**src/rtl/uart_pkg.sv**
```systemverilog
// Shared UART definitions: receiver state encoding and bit-timing helpers.
// Intended to be reused by the transmitter (uart_tx_cfg) as well.
package uart_pkg;

    // Receiver frame states.
    typedef enum logic [2:0] {
        StIdle,
        StStart,
        StData,
        StParity,
        StStop
    } rx_state_t;

    // Smallest supported bit period; the 3-point vote needs room around the centre.
    localparam int unsigned MinClkDiv = 16;

    // Bit-centre count within one bit period.
    function automatic int unsigned bit_mid(input int unsigned clk_div);
        return clk_div / 2;
    endfunction

    // Width of a counter spanning one bit period (0 .. clk_div-1).
    function automatic int unsigned cnt_width(input int unsigned clk_div);
        return $clog2(clk_div);
    endfunction

endpackage

```
**src/rtl/uart_bit_timer.sv**
```systemverilog
// Bit-period timer for the UART receiver.
// Counts 0 .. CLK_DIV-1 and wraps; emits single-cycle strobes at the three
// majority-vote sample points around the bit centre.
// Ports:
//   clk, rst_n  clock and asynchronous active-low reset
//   restart     hold the counter at zero (used while waiting for a start edge)
//   s_pre       counter == MID-1
//   s_mid       counter == MID
//   s_post      counter == MID+1
module uart_bit_timer
    import uart_pkg::*;
#(
    parameter int unsigned CLK_DIV = 2604
) (
    input  logic clk,
    input  logic rst_n,
    input  logic restart,
    output logic s_pre,
    output logic s_mid,
    output logic s_post
);

    localparam int unsigned CntW = cnt_width(CLK_DIV);
    localparam int unsigned Mid  = bit_mid(CLK_DIV);

    localparam logic [CntW-1:0] PreCnt  = CntW'(Mid - 1);
    localparam logic [CntW-1:0] MidCnt  = CntW'(Mid);
    localparam logic [CntW-1:0] PostCnt = CntW'(Mid + 1);
    localparam logic [CntW-1:0] LastCnt = CntW'(CLK_DIV - 1);

    logic [CntW-1:0] cnt_q;
    logic            wrap;

    assign wrap = (cnt_q == LastCnt);

    always_ff @(posedge clk or negedge rst_n) begin
        if (!rst_n) begin
            cnt_q <= '0;
        end else if (restart || wrap) begin
            cnt_q <= '0;
        end else begin
            cnt_q <= cnt_q + CntW'(1);
        end
    end

    assign s_pre  = (cnt_q == PreCnt);
    assign s_mid  = (cnt_q == MidCnt);
    assign s_post = (cnt_q == PostCnt);

endmodule

```
**src/rtl/uart_rx_cfg.sv**
```systemverilog
// Parametrised UART receiver with majority-vote sampling, false-start
// rejection, optional parity, 1/2 stop bits and framing/parity/overrun flags.
// Ports:
//   clk, rst_n   clock and asynchronous active-low reset
//   RX           asynchronous serial input, idle high
//   clr_rx_rdy   consumer acknowledge; clears rx_rdy and ovr_err
//   rx_data      last received payload (LSB first on the line)
//   rx_rdy       a frame is available
//   frm_err      last frame had a low stop bit
//   par_err      last frame had a parity mismatch
//   ovr_err      sticky: a frame completed while rx_rdy was still set
module uart_rx_cfg
    import uart_pkg::*;
#(
    parameter int unsigned CLK_DIV    = 2604,
    parameter int unsigned DATA_BITS  = 8,
    parameter int unsigned PARITY_EN  = 0,
    parameter int unsigned PARITY_ODD = 0,
    parameter int unsigned STOP_BITS  = 1
) (
    input  logic                 clk,
    input  logic                 rst_n,
    input  logic                 RX,
    input  logic                 clr_rx_rdy,
    output logic [DATA_BITS-1:0] rx_data,
    output logic                 rx_rdy,
    output logic                 frm_err,
    output logic                 par_err,
    output logic                 ovr_err
);

    localparam int unsigned    IdxW     = $clog2(DATA_BITS);
    localparam logic [IdxW-1:0] LastIdx = IdxW'(DATA_BITS - 1);
    localparam logic           LastStop = (STOP_BITS == 2);
    localparam logic           OddBit   = (PARITY_ODD != 0);
    localparam logic           HasPar   = (PARITY_EN != 0);

    // Two-flop synchroniser plus one delayed copy for falling-edge detection.
    logic rx_meta_q, rx_s_q, rx_q;
    logic fall;

    always_ff @(posedge clk or negedge rst_n) begin
        if (!rst_n) begin
            rx_meta_q <= 1'b1;
            rx_s_q    <= 1'b1;
            rx_q      <= 1'b1;
        end else begin
            rx_meta_q <= RX;
            rx_s_q    <= rx_meta_q;
            rx_q      <= rx_s_q;
        end
    end

    // Requires a high-to-low transition, so a line stuck low never retriggers.
    assign fall = rx_q & ~rx_s_q;

    rx_state_t            state_q;
    logic [IdxW-1:0]      bit_idx_q;
    logic                 stop_idx_q;
    logic [DATA_BITS-1:0] shift_q;
    logic                 par_bad_q;
    logic                 frm_bad_q;
    logic                 v_pre_q, v_mid_q;
    logic                 vote;
    logic                 s_pre, s_mid, s_post;

    uart_bit_timer #(
        .CLK_DIV (CLK_DIV)
    ) u_timer (
        .clk     (clk),
        .rst_n   (rst_n),
        .restart (state_q == StIdle),
        .s_pre   (s_pre),
        .s_mid   (s_mid),
        .s_post  (s_post)
    );

    // Two earlier samples are stored; the third is the live value at MID+1.
    assign vote = (v_pre_q & v_mid_q) | (v_pre_q & rx_s_q) | (v_mid_q & rx_s_q);

    always_ff @(posedge clk or negedge rst_n) begin
        if (!rst_n) begin
            state_q    <= StIdle;
            bit_idx_q  <= '0;
            stop_idx_q <= 1'b0;
            shift_q    <= '0;
            par_bad_q  <= 1'b0;
            frm_bad_q  <= 1'b0;
            v_pre_q    <= 1'b1;
            v_mid_q    <= 1'b1;
            rx_data    <= '0;
            rx_rdy     <= 1'b0;
            frm_err    <= 1'b0;
            par_err    <= 1'b0;
            ovr_err    <= 1'b0;
        end else begin
            if (s_pre) v_pre_q <= rx_s_q;
            if (s_mid) v_mid_q <= rx_s_q;

            // Acknowledge; a completion later in this block overrides rx_rdy.
            if (clr_rx_rdy) begin
                rx_rdy  <= 1'b0;
                ovr_err <= 1'b0;
            end

            unique case (state_q)
                StIdle: begin
                    if (fall) state_q <= StStart;
                end
                StStart: begin
                    if (s_post) begin
                        if (vote) begin
                            state_q <= StIdle;
                        end else begin
                            state_q    <= StData;
                            bit_idx_q  <= '0;
                            stop_idx_q <= 1'b0;
                            par_bad_q  <= 1'b0;
                            frm_bad_q  <= 1'b0;
                        end
                    end
                end
                StData: begin
                    if (s_post) begin
                        shift_q <= {vote, shift_q[DATA_BITS-1:1]};
                        if (bit_idx_q == LastIdx) begin
                            state_q <= HasPar ? StParity : StStop;
                        end else begin
                            bit_idx_q <= bit_idx_q + IdxW'(1);
                        end
                    end
                end
                StParity: begin
                    if (s_post) begin
                        par_bad_q <= (vote != ((^shift_q) ^ OddBit));
                        state_q   <= StStop;
                    end
                end
                StStop: begin
                    if (s_post) begin
                        if (stop_idx_q == LastStop) begin
                            // Complete at the last stop-bit vote, not the end of the
                            // bit, so an immediately following start edge is caught.
                            state_q <= StIdle;
                            rx_data <= shift_q;
                            frm_err <= frm_bad_q | ~vote;
                            par_err <= par_bad_q;
                            rx_rdy  <= 1'b1;
                            ovr_err <= clr_rx_rdy ? 1'b0 : (ovr_err | rx_rdy);
                        end else begin
                            frm_bad_q  <= frm_bad_q | ~vote;
                            stop_idx_q <= 1'b1;
                        end
                    end
                end
                default: state_q <= StIdle;
            endcase
        end
    end

endmodule

```
**config.mk**
```make
export PLATFORM = sky130hd
export DESIGN_NAME = uart_rx_cfg
export DESIGN_NICKNAME = d
export VERILOG_FILES = /design/src/rtl/uart_pkg.sv /design/src/rtl/uart_bit_timer.sv /design/src/rtl/uart_rx_cfg.sv
export SDC_FILE = /design/constraint.sdc
export NUM_CORES = 1
export LEC_CHECK = 0
export BUFFER_PORTS_ARGS = -buffer_cell sky130_fd_sc_hd__buf_2
export CORE_UTILIZATION = 40
export DETAILED_ROUTE_END_ITERATION = 16
export PLACE_DENSITY_LB_ADDON = 0.08
export REMOVE_ABC_BUFFERS = 1
export SLEW_MARGIN = 10
export SYNTH_ARGS = -nofsm -noshare
export SYNTH_HDL_FRONTEND = slang
export SYNTH_SLANG_ARGS = --single-unit
```
**constraint.sdc**
```tcl
create_clock -name clk -period 5.81 [get_ports clk]
set_input_delay 0.581 -clock clk [delete_from_list [all_inputs] [get_ports clk]]
set_output_delay 0.581 -clock clk [all_outputs]
set_load 0.03 [all_outputs]
```
# --- Word-level counts from Yosys, hierarchy flattened ---
# Cells that the tools add are included.
totals:
  latch_bits: 0
  register_bits: 46
  output_inout_bits: 12
  mem_bits_rw: 0
  memories: 0
  rom_bits: 0
  inputBits: 4
  elab_cells: 97
classes:
  eq_ne: 20
  order_cmp: 0
  n_addsub: 2
  mul: 0
  shift: 0
  n_mux: 34
  div: 0
  n_bitwise: 11
  n_reduce_logical: 13
ops:
  columns: ["op", "n"]
  rows:
  - ["== test 12 x 11 -> 1 bit, second input constant", 3]
  - ["2-to-1 mux 3 bit", 11]
  - ["inequality test 2 bit, second input constant", 10]
  - ["2-to-1 mux 1 bit", 16]
  - ["one-hot mux 3 bit (5 select lines)", 1]
  - ["adder 12 x 1 -> 12 bit, second input constant", 1]
  - ["== test 12 bit, second input constant", 1]
  - ["2-to-1 mux 12 bit", 1]
  - ["AND reduction 5 bit", 2]
  - ["AND reduction 4 bit", 2]
  - ["parity 8 bit", 1]
  - ["AND reduction 7 bit", 1]
  - ["== test 3 x 2 -> 1 bit, second input constant", 2]
  - ["== test 3 bit, second input constant", 2]
  - ["one-hot mux 1 bit (2 select lines)", 3]
  - ["one-hot mux 3 bit (2 select lines)", 1]
  - ["nonzero test 2 bit", 3]
  - ["bitwise AND 1 bit", 4]
  - ["bitwise OR 1 bit", 4]
  - ["adder 3 x 1 -> 3 bit, second input constant", 1]
  - ["== test 3 x 1 -> 1 bit, second input constant", 1]
  - ["logical NOT 3 bit", 1]
  - ["NOT 1 bit", 3]
  - ["AND reduction 3 bit", 1]
  - ["4 further kinds", 4]

# --- Longest topological paths before layout ---
# Gate-level depths: netlist (run 1).
depth:
  ltp_word: 8
  mapped_depth: 6
  depth_no_buf: 6

# --- Modules after synthesis ---
# From an unflattened synthesis (run 1), not the netlist that was laid out.
hier_totals:
  hier_cells: 170
  hier_area_um2: 2100.8
modules_own_cells:
  columns: ["mod", "seq_area_each_um2", "cells_per_inst", "n_inst", "area_per_inst_um2"]
  rows:
  - ["uart_rx_cfg", 832.0, 103, 1, 1418.9]
  - ["uart_bit_timer", 300.3, 67, 1, 681.9]

# --- Worst setup path before layout (run 1) ---
# Ideal clock, no wire load.
synth_path:
  path_kind: "register to register"
  from: "register u_timer.cnt_q[5]"
  to: "register rx_data[0]"
  n_path_buf: 2
  period_less_slack_ps: 1933
  path_stages_with_launch: 6
  required_time_ps: 5685
  setup_slack_ps: 3877
  setup_ps: 125
  arrival_time_ps: 1808
  cell_sequence: "dfrtp_1 > buf_6 > or4_4 > nor4_4 > buf_6 > mux2_4"
synth_via:
  elab_chain_cells: 2
synth_rtl:
  columns: ["element", "line", "source"]
  rows:
  - ["start: declaration", "uart_bit_timer.sv:31", "logic [CntW-1:0] cnt_q;"]
  - ["start signal: assignment", "uart_bit_timer.sv:42", "cnt_q <= cnt_q + CntW'(1);"]
  - ["== test 12 x 11 -> 1 bit", "uart_bit_timer.sv:48", "assign s_post = (cnt_q == PostCnt);"]
  - ["AND reduction 3 bit (no line)", null, null]
  - ["end signal: assignment", "uart_rx_cfg.sv:145", "rx_data <= shift_q;"]
  - ["end: declaration", "uart_rx_cfg.sv:25", "output logic [DATA_BITS-1:0] rx_data,"]
# Every way passes these cells.
# A chain may end at the register's enable or synchronous reset.

# --- Worst setup path after layout (run 1) ---
layout_path:
  from: "register state_q[2]"
  to: "register par_err"
layout_via:
  elab_chain_cells: 2
layout_rtl:
  columns: ["element", "line", "source"]
  rows:
  - ["start: declaration", "uart_rx_cfg.sv:57", "rx_state_t state_q;"]
  - ["start signal: assignment", "uart_rx_cfg.sv:83", "state_q <= StIdle;"]
  - ["start signal: assignment", "uart_rx_cfg.sv:108", "if (fall) state_q <= StStart;"]
  - ["start signal: assignment", "uart_rx_cfg.sv:113", "state_q <= StIdle;"]
  - ["== test 3 bit", "uart_rx_cfg.sv:106", "unique case (state_q)"]
  - ["AND reduction 3 bit (no line)", null, null]
  - ["end signal: assignment", "uart_rx_cfg.sv:147", "par_err <= par_bad_q;"]
  - ["end: declaration", "uart_rx_cfg.sv:28", "output logic par_err,"]
# Every way passes these cells.

==> results.sh, run 1 <==
export IMPL_setup_worst_path_start="state_q[2]"
export IMPL_drt_wl_total_um=3950
export IMPL_power_switching_uw=174
export IMPL_overflow=0
export IMPL_clkSinkCount=45
export IMPL_required_ns=6.00
export IMPL_grt_max_degree=46
export IMPL_grt_pass1_wl_um=6810
export IMPL_slew_violations=0
export IMPL_place_gp_congestion=0.824
export IMPL_p_sw_frac=0.264
export IMPL_dp_slack_ns=3.40
export IMPL_rsz0062_at_grt="false"
export IMPL_cts_hold_buf=0
export IMPL_status="finished clean"
export IMPL_timing_rr_start="state_q[2]"
export IMPL_synth_top_area_frac=0.456
export IMPL_yosysUniqueCellTypes=48
export IMPL_crit_cells=3
export IMPL_arrival_ns=2.60
export IMPL_p_clk_frac=0.343
export IMPL_drive_gt1_frac=0.273
export IMPL_hold_viol=0
export IMPL_io_buffers=15
export IMPL_cpMaxStageDelayCell="nor4_4"
export IMPL_grt_usage=0.149
export IMPL_p_leak_uw=0.00111
export IMPL_ios=16
export IMPL_clock_skew_ns=0.0116
export IMPL_syn_inst=185
export IMPL_worstPathMaxFanout=12
export IMPL_start_util=0.422
export IMPL_htree_levels=2
export IMPL_die_y_um=76.1
export IMPL_dp_hpwl_um=2710
export IMPL_yosys_register_bits=45
export IMPL_crit_chain="or3b_1 -> nor4_4 -> mux2_2"
export IMPL_synth_warnings=0
export IMPL_maxSlewHeadroom=0.349
export IMPL_worst_r2r_endpoint="par_err"
export IMPL_cpPeakStageDelay_ns=0.88
export IMPL_fp_row_count=26
export IMPL_via_count=1412
export IMPL_nFillCells=503
export IMPL_worst_path_buf_inv=0
export IMPL_holdCritPathClass="reg2reg"
export IMPL_seq_area_frac_synth=0.516
export IMPL_cap_violations=0
export IMPL_die_area_mm2=0.00579
export IMPL_fin_ws_ns=3.40
export IMPL_cts_tree="yes"
export IMPL_ys_flop_type="dfrtp_1"
export IMPL_worstSetupEndpoint="par_err"
export IMPL_critPathKind="reg2reg"
export IMPL_die_x_um=76.1
export IMPL_peakVddDrop_mv=0.177
export IMPL_period_minus_slack_ns=2.41
export IMPL_p_int_uw=485
export IMPL_p_comb_frac=0.101
export IMPL_min_period_over_period=0.414
export IMPL_ys_async_sr_fraction=1.00
export IMPL_viasPerCell=5.27
export IMPL_clkLatencyLatePin_ns=0.29
export IMPL_layout_nets=207
export IMPL_critPathLaunchType="flop"
export IMPL_max_clock_freq_mhz=415
export IMPL_r2r_slack_ns=3.40
export IMPL_cts_buffers_inserted=5
export IMPL_route_detailed_drc=0
export IMPL_postRouteAntennaNets=0
export IMPL_drt_iter0_drc=53
export IMPL_core_area_mm2=0.00520
export IMPL_cts_resized=0
export IMPL_synth_area_mm2=0.00220
export IMPL_first_global_vias=1374
export IMPL_area_growth_syn_to_layout_pct=9.80
export IMPL_cts_max_path_buffers=2
export IMPL_cts_setup_buffers=0
export IMPL_cellPowerDensity_mw_per_mm2=273
export IMPL_synth_top_cell_by_area="dfrtp_1"
export IMPL_synth_area_leaders="dfrtp_1, mux2_2, dfstp_2"
export IMPL_finalSetupTns_ns=0
export IMPL_syn_area_per_cell_um2=11.9
export IMPL_tightestPinTransition_ns=0.977
export IMPL_reg2regPathDepth=3
export IMPL_grt_antenna_before_repair=0
export IMPL_dr_pass1_iters=5
export IMPL_insertedDiodeCount=0
export IMPL_cts_root_buf="clkbuf_8"
export IMPL_crit_family="simple AND/OR/NAND/NOR gates"
export IMPL_synth_edf_count=0
export IMPL_clkTransAtPathRegs_ns=0.09
export IMPL_share_seq_of_total_power=0.556
export IMPL_end_kind="flop"
export IMPL_setup_viol_count_final=0
export IMPL_wire_per_inst_um=14.8
worst min path at each step:
stage | startpoint | end | slack (ns) | depth (start not counted)
2_1_floorplan | rst_n | bit_idx_q[0] | 0.29 | 0
3_3_place_gp | rx_meta_q | rx_s_q | 0.35 | 0
3_5_place_dp | rx_meta_q | rx_s_q | 0.35 | 0
4_1_cts | rx_meta_q | rx_s_q | 0.36 | 0
5_1_grt | rx_meta_q | rx_s_q | 0.36 | 0
6_report | rx_meta_q | rx_s_q | 0.36 | 0
flip-flops by register name (all words and copies together) (netlist names), 3 cells and up:
name	flops
state_q	3
bit_idx_q	3
shift_q	8
rx_data	8
u_timer.cnt_q	12
layout by cell type (no fill, tap or decap), types with 3 or more instances in the layout:
cell type   n
buf_2      15
nand4_1     4
mux2_2     12
nor2_1     16
or3_1       3
clkbuf_8    5
nor3_1      5
dfstp_2     5
xnor2_1    10
nor4b_1     3
a21oi_1     4
o21ai_0     5
ha_1        5
xor2_1      5
nand3_1     7
mux2_4      7
dfrtp_1    40
nand2_1     7
inv_1       7
per-stage QoR:
stage | hold WS [ns] | area (µm²) | utilization | instances | power [µW]
after floorplan | 0.285 | 2140 | - | 175 | 410
after global placement | 0.347 | 2310 | 0.443 | 261 | 436
after detailed placement | 0.348 | 2310 | 0.443 | 261 | 440
after CTS | 0.360 | 2410 | 0.463 | 268 | 670
after global routing | 0.364 | 2410 | 0.463 | 268 | 701
final | 0.358 | 2410 | 0.463 | 268 | 659
cells in the mapped netlist (all sizes together) (3+ instances only):
master / instances
nand3: 7
clkbuf: 5
xor2: 5
dfstp: 5
or3: 3
nor2: 16
mux2: 19
ha: 5
nor4: 3
o21ai: 5
dfrtp: 40
xnor2: 10
nor4b: 3
inv: 7
buf: 5
nand2: 7
nand4: 5
nor3: 5
a21oi: 4
final cells by class:
class                      count  area [µm²]  share of cell area
inverter                       7        26.3              0.0109
timing repair buffer          16        82.6              0.0343
sequential                    45        1130               0.470
tap                           70        87.6              0.0363
clock buffer                   5        68.8              0.0285
clock inverter                 2        35.0              0.0145
multi-input combinational    123         978               0.406
power by group through the flow:
stage	Clock, µW	Combinational (µW)	Sequential [µW]
after global placement	0	65.3	371
final	226	66.8	366
after floorplan	0	46.7	363
after global routing	252	76.1	372
after detailed placement	0	67.5	372
after CTS	235	68.1	366
cells by family after synthesis:
kind of cell	share of synthesized area
AO/OA/AOI/OAI	0.0444
XOR/XNOR	0.0701
adder cells (fa/ha/maj)	0.0330
buffers and inverters	0.0388
flip-flops	0.516
multiplexers	0.119
AND/OR/NAND/NOR	0.179
routing by layer:
layer	wire length, µm	track usage	part of all wire	up-vias
li1	-	-	-	676
met1	1910	0.195	0.48	711
met2	1910	0.243	0.48	23
met3	112	0.0371	0.028	2
met4	23	0.0462	0.0058	0
met5	0	0	0	-
No activity file was read; power rests on OpenSTA's default activity.
==> inputs of run 2 (changes only) <==
Clock period 5.81 ns to 2.2 ns, I/O delays scaled along.
==> run 2 against run 1 <==
Fmax up 21%. Global-route usage up 0.11 points. Count of clock-buffer cells in the layout up 2. First-iteration DRC count up 23%. Final cell count up 3.4%. Register-to-register slack worse by 3.2 ns. Worst hold slack worse by 0.34 ns. Die area unchanged. Highest routed layer unchanged.
==> results.sh, run 2 (synthesis results as in run 1) <==
export IMPL_max_clock_freq_mhz=504
export IMPL_clkLatencyLatePin_ns=0.29
export IMPL_postRouteAntennaNets=0
export IMPL_setup_worst_path_start="state_q[2]"
export IMPL_crit_cells=4
export IMPL_critPathLaunchType="flop"
export IMPL_cellPowerDensity_mw_per_mm2=688
export IMPL_tightestPinTransition_ns=0.463
export IMPL_reg2regPathDepth=4
export IMPL_peakVddDrop_mv=0.408
export IMPL_via_count=1425
export IMPL_cap_violations=0
export IMPL_r2r_slack_ns=0.21
export IMPL_grt_pass1_wl_um=6820
export IMPL_worst_path_buf_inv=1
export IMPL_insertedDiodeCount=0
export IMPL_timing_rr_start="state_q[2]"
export IMPL_ios=16
export IMPL_grt_usage=0.150
export IMPL_p_total_uw=1710
export IMPL_start_util=0.422
export IMPL_cpMaxStageDelayCell="dfrtp_1"
export IMPL_critPathKind="reg2reg"
export IMPL_dp_hpwl_um=2770
export IMPL_die_x_um=76.1
export IMPL_cts_buffers_inserted=5
export IMPL_arrival_ns=2.17
export IMPL_cts_max_path_buffers=2
export IMPL_crit_family="simple AND/OR/NAND/NOR gates"
export IMPL_min_period_over_period=0.902
export IMPL_io_buffers=15
export IMPL_end_kind="flop"
export IMPL_worstPathMaxFanout=12
export IMPL_hold_viol=0
export IMPL_maxSlewHeadroom=0.691
export IMPL_rsz0062_at_grt="false"
export IMPL_layout_common_cells="dfrtp_1, nor2_1, buf_2, mux2_2, xnor2_1"
export IMPL_worst_r2r_endpoint="rx_data[7]"
export IMPL_holdCritPathClass="in2reg"
export IMPL_slew_violations=0
export IMPL_finalSetupTns_ns=0
export IMPL_fp_row_count=26
export IMPL_final_common_cell="dfrtp_1"
export IMPL_htree_levels=2
export IMPL_core_area_mm2=0.00520
export IMPL_nFillCells=475
export IMPL_largest_register="u_timer.cnt_q"
export IMPL_clkTransAtPathRegs_ns=0.08
export IMPL_period_minus_slack_ns=1.99
export IMPL_route_detailed_drc=0
export IMPL_cts_tree="yes"
export IMPL_largest_reg_flops=12
export IMPL_cpPeakStageDelay_ns=0.51
export IMPL_grt_antenna_before_repair=0
export IMPL_drive_gt1_frac=0.300
export IMPL_layout_nets=215
export IMPL_p_leak_uw=0.00115
export IMPL_top_regs="u_timer.cnt_q: 12 flops, rx_data: 8 flops, shift_q: 8 flops"
export IMPL_drt_iter0_drc=65
export IMPL_clkSinkCount=45
export IMPL_status="finished clean"
export IMPL_grt_max_degree=46
export IMPL_required_ns=2.38
export IMPL_place_gp_congestion=0.755
export IMPL_worstSetupEndpoint="rx_data[7]"
export IMPL_first_global_vias=1431
export IMPL_die_y_um=76.1
export IMPL_cts_resized=0
export IMPL_die_area_mm2=0.00579
export IMPL_dr_pass1_iters=4
export IMPL_setup_viol_count_final=0
export IMPL_area_growth_syn_to_layout_pct=13.1
export IMPL_drt_wl_total_um=3920
export IMPL_crit_chain="or3b_1 -> nor4_4 -> buf_4 -> mux2_2"
export IMPL_cts_root_buf="clkbuf_8"
export IMPL_clock_skew_ns=0.00469
export IMPL_viasPerCell=5.14
export IMPL_overflow=0
export IMPL_wire_per_inst_um=14.2
[run 2: report_power, final]
group / internal (µW) / switching [µW]
clock: 284 / 272
sequential: 877 / 88.2
combinational: 82.8 / 104
total: 1240 / 465
[run 2: through the flow]
step	cell area, µm²	setup WS (ns)	hold slack, ns	std cells	utilization
after floorplan	2140	0.0265	-0.0756	175	-
after global placement	2370	0.266	0.214	268	0.456
after detailed placement	2370	0.230	0.220	268	0.456
after CTS	2480	0.200	0.00651	277	0.477
after global routing	2480	0.0416	0.00604	277	0.477
final	2480	0.215	0.0202	277	0.477
[run 2: area by class of cell]
type | count | area, µm² | area share
inverter | 7 | 26.3 | 0.0106
clock buffer | 7 | 96.3 | 0.0388
sequential | 45 | 1130 | 0.456
timing repair buffer | 24 | 158 | 0.0635
tap | 70 | 87.6 | 0.0353
clock inverter | 1 | 5.00 | 0.00202
multi-input combinational | 123 | 978 | 0.394
[run 2: worst min-delay path by stage]
stage,from,end,slack [ns],depth (start not counted)
floorplan,rst_n,bit_idx_q[0],-0.08,0
global placement,rst_n,rx_data[1],0.21,2
detailed placement,rst_n,rx_data[1],0.22,2
CTS,RX,rx_meta_q,0.007,1
global route,RX,rx_meta_q,0.006,1
finish,RX,rx_meta_q,0.02,1
[run 2: per-layer routing]
metal | up-vias | routed length, µm | GRT usage
met3 | 7 | 106 | 0.0371
met5 | - | 0 | 0
met1 | 702 | 1920 | 0.204
met2 | 21 | 1830 | 0.228
met4 | 0 | 74 | 0.0635
li1 | 695 | - | -
[run 2: worst reg2reg max path, stage by stage (launching register included)]
cell and delay [ns]:
dfrtp_1 0.51, or3b_1 0.47, nor4_4 0.28, buf_4 0.26
mux2_2 0.36
[run 2: timing repair]
action | in CTS | in global routing
setup buffers | 0 | 0
endpoints found under the hold margin | 40 | 0
hold buffers | 1 | 0
endpoints found under the setup margin | 0 | 0
